**src/rtl/rca_word_sequencer_if.sv**
```systemverilog
// Requester-side bundle for the nibble-serial add/subtract sequencer.
// The master modport is the requester, the slave modport is the sequencer.
interface rca_word_sequencer_if #(
   parameter int NIBBLES = 4
) ();
   localparam int W = 4 * NIBBLES;

   logic         start;
   logic         sub;
   logic [W-1:0] op_a;
   logic [W-1:0] op_b;
   logic         ready;
   logic         busy;
   logic         done;
   logic [W-1:0] result;
   logic         carry_out;
   logic         overflow;

   modport master (
      output start, sub, op_a, op_b,
      input  ready, busy, done, result, carry_out, overflow
   );

   modport slave (
      input  start, sub, op_a, op_b,
      output ready, busy, done, result, carry_out, overflow
   );
endinterface

```
**src/rtl/rca_word_sequencer.sv**
```systemverilog
// Multi-cycle add/subtract: one 4-bit ripple slice reused per nibble, LSB first,
// with a registered carry chaining the nibbles together.
module rca_word_sequencer #(
   parameter int NIBBLES = 4
) (
   input logic              clk,
   input logic              rst_n,
   rca_word_sequencer_if.slave bus
);
   localparam int W  = 4 * NIBBLES;
   localparam int IW = (NIBBLES > 1) ? $clog2(NIBBLES) : 1;
   localparam logic [IW-1:0] LAST_IDX = IW'(NIBBLES - 1);

   typedef enum logic [1:0] {
      S_IDLE,
      S_RUN,
      S_DONE
   } state_t;

   state_t state, state_nxt;

   logic [IW-1:0] idx;
   logic          carry_q;
   logic [W-1:0]  a_q;
   logic [W-1:0]  b_q;
   logic [W-1:0]  work_q;
   logic [W-1:0]  result_q;
   logic          carry_out_q;
   logic          overflow_q;
   logic          done_q;
   logic [3:0]    a_nib;
   logic [3:0]    b_nib;
   logic [4:0]    sum5;

   always_ff @(posedge clk or negedge rst_n) begin
      if (!rst_n) state <= S_IDLE;
      else        state <= state_nxt;
   end

   always_comb begin
      state_nxt = state;
      case (state)
         S_IDLE:  if (bus.start) state_nxt = S_RUN;
         S_RUN:   if (idx == LAST_IDX) state_nxt = S_DONE;
         S_DONE:  state_nxt = S_IDLE;
         default: state_nxt = S_IDLE;
      endcase
   end

   always_comb begin
      bus.ready = (state == S_IDLE);
      bus.busy  = (state != S_IDLE);
   end

   // Single shared slice: operand B is stored pre-inverted for subtraction.
   always_comb begin
      a_nib = a_q[{idx, 2'b00} +: 4];
      b_nib = b_q[{idx, 2'b00} +: 4];
      sum5  = {1'b0, a_nib} + {1'b0, b_nib} + {4'b0000, carry_q};
   end

   always_ff @(posedge clk or negedge rst_n) begin
      if (!rst_n) begin
         idx         <= '0;
         carry_q     <= 1'b0;
         a_q         <= '0;
         b_q         <= '0;
         work_q      <= '0;
         result_q    <= '0;
         carry_out_q <= 1'b0;
         overflow_q  <= 1'b0;
         done_q      <= 1'b0;
      end else begin
         done_q <= 1'b0;
         case (state)
            S_IDLE: begin
               if (bus.start) begin
                  a_q     <= bus.op_a;
                  b_q     <= bus.sub ? ~bus.op_b : bus.op_b;
                  carry_q <= bus.sub;
                  idx     <= '0;
               end
            end
            S_RUN: begin
               work_q[{idx, 2'b00} +: 4] <= sum5[3:0];
               carry_q                   <= sum5[4];
               if (idx != LAST_IDX) idx <= idx + IW'(1);
            end
            S_DONE: begin
               result_q    <= work_q;
               carry_out_q <= carry_q;
               overflow_q  <= (a_q[W-1] == b_q[W-1]) && (work_q[W-1] != a_q[W-1]);
               done_q      <= 1'b1;
            end
            default: ;
         endcase
      end
   end

   assign bus.done      = done_q;
   assign bus.result    = result_q;
   assign bus.carry_out = carry_out_q;
   assign bus.overflow  = overflow_q;
endmodule
```
**src/flat_wrapper.sv**
```systemverilog
// flat-port wrapper written by rule: the top's interface ports become plain ports
module rca_word_sequencer_flat 
#(
   parameter int NIBBLES = 4
)
  (clk, rst_n, bus_start, bus_sub, bus_op_a, bus_op_b, bus_ready, bus_busy, bus_done, bus_result, bus_carry_out, bus_overflow);
  rca_word_sequencer_if #(.NIBBLES(NIBBLES)) bus_i ();
  input logic clk;
  input logic rst_n;
  input wire logic [$bits(bus_i.start)-1:0] bus_start;
  input wire logic [$bits(bus_i.sub)-1:0] bus_sub;
  input wire logic [$bits(bus_i.op_a)-1:0] bus_op_a;
  input wire logic [$bits(bus_i.op_b)-1:0] bus_op_b;
  output wire logic [$bits(bus_i.ready)-1:0] bus_ready;
  output wire logic [$bits(bus_i.busy)-1:0] bus_busy;
  output wire logic [$bits(bus_i.done)-1:0] bus_done;
  output wire logic [$bits(bus_i.result)-1:0] bus_result;
  output wire logic [$bits(bus_i.carry_out)-1:0] bus_carry_out;
  output wire logic [$bits(bus_i.overflow)-1:0] bus_overflow;
  assign bus_i.start = bus_start;
  assign bus_i.sub = bus_sub;
  assign bus_i.op_a = bus_op_a;
  assign bus_i.op_b = bus_op_b;
  assign bus_ready = bus_i.ready;
  assign bus_busy = bus_i.busy;
  assign bus_done = bus_i.done;
  assign bus_result = bus_i.result;
  assign bus_carry_out = bus_i.carry_out;
  assign bus_overflow = bus_i.overflow;
  rca_word_sequencer #(.NIBBLES(NIBBLES)) u_core (.clk(clk), .rst_n(rst_n), .bus(bus_i));
endmodule
```
**config.mk**
```make
export PLATFORM = sky130hd
export DESIGN_NAME = rca_word_sequencer_flat
export DESIGN_NICKNAME = d
export VERILOG_FILES = /design/src/rtl/rca_word_sequencer_if.sv /design/src/rtl/rca_word_sequencer.sv /design/src/flat_wrapper.sv
export SDC_FILE = /design/constraint.sdc
export NUM_CORES = 1
export LEC_CHECK = 0
export CAP_MARGIN = 15
export CELL_PAD_IN_SITES_DETAIL_PLACEMENT = 0
export CELL_PAD_IN_SITES_GLOBAL_PLACEMENT = 1
export CORE_UTILIZATION = 46
export DETAILED_ROUTE_END_ITERATION = 7
export PLACE_DENSITY = 0.85
export SLEW_MARGIN = 20
export SYNTH_ARGS = -nofsm -noshare
export SYNTH_HDL_FRONTEND = slang
export SYNTH_SLANG_ARGS = --single-unit
```
**constraint.sdc**
```tcl
create_clock -name clk -period 4.25 [get_ports clk]
set_input_delay 0.425 -clock clk [delete_from_list [all_inputs] [get_ports clk]]
set_output_delay 0.425 -clock clk [all_outputs]
set_load 0.02 [all_outputs]
```
---- After elaboration in Yosys (flattened, before gate mapping) ----
Index checks and enable logic that the tools add are counted.
word-level totals
  output and inout port bits .............. 21
  input port bits ......................... 36
  logic and storage cells ................. 47
  bits in registers ....................... 72
cells by class
  bitwise gates (word level) .............. 1
  mux-type cells .......................... 11
  add/subtract/negate cells ............... 4
  shifts and indexed selects .............. 4
  reduce and logical (&&, ||, !) cells .... 8
  equality and inequality tests ........... 9
operators by type and width
  operator                                                                 number
  16-bit by 5-bit variable part select with 4-bit output                   2
  16-bit bitwise mux                                                       1
  16-bit two-way mux                                                       1
  16-bit inverter                                                          1
  4-bit by 6-bit variable shift with 16-bit output (first input constant)  1
  4-bit by 6-bit variable part select with 16-bit output                   1
  2-bit two-way mux                                                        4
  2-bit one-hot mux with 2 select lines                                    2
  4-bit negator with 6-bit output                                          1
  2-bit AND reduction                                                      3
  4-bit by 4-bit adder with 5-bit output                                   1
  5-bit by 1-bit adder with 5-bit output                                   1
  2-bit == test (second input constant)                                    2
  2-bit by 1-bit != test with 1-bit output (second input constant)         2
  2-bit != test (second input constant)                                    2
  2-bit nonzero test                                                       2
  3-bit AND reduction                                                      1
  2-bit by 1-bit adder with 2-bit output (second input constant)           1
  2-bit by 1-bit == test with 1-bit output (second input constant)         1
  2-bit zero test                                                          1
  1-bit two-way mux                                                        2
  1-bit one-hot mux with 2 select lines                                    1
  1-bit == test                                                            1
  1-bit logical AND                                                        1
  1-bit != test                                                            1

---- Longest topological paths before layout ----
  word-level depth ........................ 5
  mapped depth ............................ 7
  gate-level depth less buffers ........... 6

---- Least setup slack after synthesis ----
No wires, ideal clock.
  path type ............................... flip-flop to flip-flop
  from .................................... register u_core.idx[0]
  to ...................................... register u_core.work_q[2]
  path slack .............................. 1789 ps
  clock period less this slack ............ 2461 ps
  buffers on the path ..................... 1
  data required time ...................... 4167 ps
  data arrival time ....................... 2378 ps
  stages on the path, launching flop included .. 8
  library setup time ...................... 83 ps
  cell sequence ........................... dfrtp_1 -> buf_6 -> mux4_2 -> fa_1 -> fa_1 -> xor2_1 -> nand2b_1 -> o21ai_0
between the ends
  longest elaborated chain between the ends .. 5
  elaborated cells between the ends (all ways) .. 8
  classes of those cells .................. 3 x add/sub; 4 x shift; 1 x mux
ends and longest elaborated chain
  element                                                                           line                                                RTL
  start, declared                                                                   rca_word_sequencer.sv:22                            logic [IW-1:0] idx;
  start signal, assigned                                                            rca_word_sequencer.sv:87                            if (idx != LAST_IDX) idx <= idx + IW'(1);
  16-bit by 5-bit variable part select with 4-bit output, on equally long branches  rca_word_sequencer.sv:57, rca_word_sequencer.sv:58
  4-bit by 4-bit adder with 5-bit output                                            rca_word_sequencer.sv:59                            sum5 = {1'b0, a_nib} + {1'b0, b_nib} + {4'b0000, carry_q};
  5-bit by 1-bit adder with 5-bit output                                            rca_word_sequencer.sv:59
  4-bit by 6-bit variable part select with 16-bit output                            rca_word_sequencer.sv:85                            work_q[{idx, 2'b00} +: 4] <= sum5[3:0];
  16-bit bitwise mux (*)                                                            rca_word_sequencer.sv:85
  end signal, assigned by index                                                     rca_word_sequencer.sv:85
  end, declared                                                                     rca_word_sequencer.sv:26                            logic [W-1:0] work_q;
Every way passes the cells marked *; elsewhere a longest branch is shown, timed or not.
A chain may end at the register's enable or synchronous reset.

---- Final worst setup path ----
Same ends and word-level chain as after synthesis.

==> flow_summary_export.csv <==
group,metric,value,unit
worst_setup_path,crit_fanout,15,
synthesis,yosys-top-cells-count,"dfrtp_1 (72), mux2_2 (33), nor2_1 (21)",
worst_setup_path,end_kind,"flop",
cells_and_area,antenna_cells,0,
route,wl_per_cell,14.51,microns
route,firstDrtPassIters,4,
job,cap_violations,0,
worst_setup_path,worst_setup_path_start_kind,"flop",
clock_network,cts.sinks,72,
sta,grt_setup_unrepaired,"false",
sta,hold_slack,154.5,ps
global_routing,grt_pass1_vias,2084,
clock_network,cts.repair.resized,0,
global_routing,grt_pass1_wl,9956,microns
global_routing,antenna_found_initial,0,
synthesis,synth_area_leader_cell,"dfrtp_1",
worst_hold_path,hold_path_class,"primary input to asynchronous set/reset pin",
pwr,p_leak,1.740,nW
cells_and_area,area_delta_synth_final,24.06,%
floorplan,fp.dieW,86.40,microns
sta,maxSlewHeadroom,30.23,%
global_routing,grt_max_degree,40,
route,routed_wl,5790,microns
floorplan,io_pins,57,
clock_network,clk_pin_slew,70,ps
cells_and_area,fill_cells,576,
global_routing,grt.total_usage,17.60,%
synthesis,ys_types,36,
pwr,total_power,3.027,mW
synthesis,netlist_instances,241,
synthesis,synth_enable_flop_cells,0,
placed_design,place.detailed.hpwl,4248,microns
placed_design,io_buffers,56,
floorplan,core-area,0.006832,sq mm
clock_network,cts_setup_buffers,0,
sta,finalSetupViolations,0,
clock_network,cts_tree,"done",
clock_network,clkLatencyLatePin,330,ps
global_routing,grt-ovfl-total,0,
floorplan,dieArea,0.007465,sq mm
clock_network,cts_root_buf,"clkbuf_8",
floorplan,placementRows,30,
synthesis,synth.yosys.seq_area_share,54.98,%
route,viasPerCell,5.206,
route,routed-via-count,2077,
synthesis,async_reset_ff_share,100.0,%
outcome,status,"finished clean",
pwr,power.density,744.5,mW/mm^2
worst_setup_path,crit_type,"flop to flop",
cells_and_area,fin_nets,347,
route,drc_errors,0,
cells_and_area,utilization,59.51,%
synthesis,synth.area.top_cells,"dfrtp_1 (55%), mux2_2 (11%), mux4_2 (5.5%)",
synthesis,syn_area,0.003277,sq mm
synthesis,syn_area_per_cell,13.60,sq um
clock_network,htreeDepth,3,
sta,drv_slew,0,
sta,setup_tns,0,ps
placed_design,place.gp.congestion,0.8298,
synthesis,yosysWarnings,0,
route,antenna_left,0,
synthesis,synth_ff_type,"dfrtp_1",
synthesis,synth.most_common_cell,"dfrtp_1",
synthesis,synth_top_area_share,54.98,%
sta,period_needed,2993,ps
worst_setup_path,critical_path_required,4490,ps
sta,tightestPinTransition,1045,ps
pwr,max-vdd-ir-drop,364.0,uV
clock_network,numCtsBuffers,9,
synthesis,syn_nets,288,
synthesis,synth-seq-cells,72,
worst_setup_path,cp.arrival,3230,ps
sta,hold_viol,0,
sta,finClkSkew,7.103,ps
route,first_iter_violations,48,
clock_network,cts_buffer_depth,2,
floorplan,initial_core_util,47.97,%
floorplan,dieHeight,86.40,microns
clock_network,cts_hold_buf,0,
cells_and_area,layout-drive-gt1-share,20.13,%
sta,fmax,334.1,MHz
sta,final.period_utilization,70.42,%
logic make-up after synthesis:
group                      Yosys count  synth area share [%]
AOI/OAI and AO/OA                   42                 8.667
and+or+nand+nor                     40                 7.064
buffers and inverters               16                 2.635
DFF                                 72                 54.98
adders and majority gates           11                 4.658
xor gates and xnor gates            17                 4.544
muxes                               43                 17.45
report_power, final:
part           internal [mW]  switching [mW]
registers              0.964           0.217
logic                  0.709           0.693
clock network          0.221           0.223
total                   1.89            1.13
worst max-delay path, stage by stage (launching register included):
cell and delay (ps):
dfrtp_1 810, mux4_2 610, fa_1 440, fa_1 420, xor2_1 350, nand2b_1 110
o21ai_0 170
path summary, 6_finish.rpt:
| check | start | cells after the start | slack (ps) | to |
|---|---|---|---|---|
| max | u_core.idx[0] | 6 | 1260 | u_core.work_q[2] |
| min | rst_n | 1 | 150 | u_core.bus.result[3] |
| max reg2reg | u_core.idx[0] | 6 | 1260 | u_core.work_q[2] |
| min reg2reg | u_core.work_q[11] | 1 | 500 | u_core.work_q[11] |
| max in group asynchronous | rst_n | 2 | 3140 | u_core.a_q[9] |
| min in group clk | u_core.work_q[11] | 1 | 500 | u_core.work_q[11] |
cells in the final DEF, fill, tap and decap left out, types with 3 or more instances in the layout:
| cell type | count |
|---|---|
| dfrtp_1 | 72 |
| clkdlybuf4s50_1 | 55 |
| mux2_2 | 33 |
| nor2_1 | 21 |
| a21oi_1 | 19 |
| xnor2_1 | 16 |
| a22o_1 | 11 |
| clkbuf_8 | 10 |
| ha_1 | 9 |
| mux4_2 | 8 |
| inv_1 | 4 |
| a32o_1 | 4 |
| buf_4 | 4 |
| o21ai_0 | 3 |
| nand2_1 | 3 |
| clkbuf_1 | 3 |
layout make-up:
class / instances / area [sq um] / share of cell area [%]
Sequential cell: 72 / 1802 / 44.32
Multi-Input combinational cell: 153 / 1389 / 34.16
Timing Repair Buffer: 60 / 585.6 / 14.40
Clock buffer: 13 / 148.9 / 3.663
Tap cell: 96 / 120.1 / 2.955
Inverter: 4 / 15.01 / 0.3693
Clock inverter: 1 / 5.005 / 0.1231
layer usage:
metal	track usage (%)	routed length, microns	vias to the layer above
met4	8.030	86	0
li1	-	-	984
met2	27.49	2829	69
met3	3.524	278	7
met5	0	0	-
met1	23.90	2596	1017
sequential cells by signal (all words and copies together), names as in the netlist:
register	cells
u_core.a_q	16
u_core.b_q	16
u_core.bus.result	16
u_core.work_q	16
u_core.idx	2
u_core.state	2
u_core.bus.carry_out	1
u_core.bus.done	1
u_core.bus.overflow	1
u_core.carry_q	1
through the flow:
stage	area, sq um	setup slack, ps	instances
floorplan	3277	1789	241
global placement	3911	1380	385
detailed placement	3911	1266	385
CTS	4065	1248	399
global route	4065	1094	399
finish	4065	1257	399
Note: power is estimated with default switching activity, not from simulation.
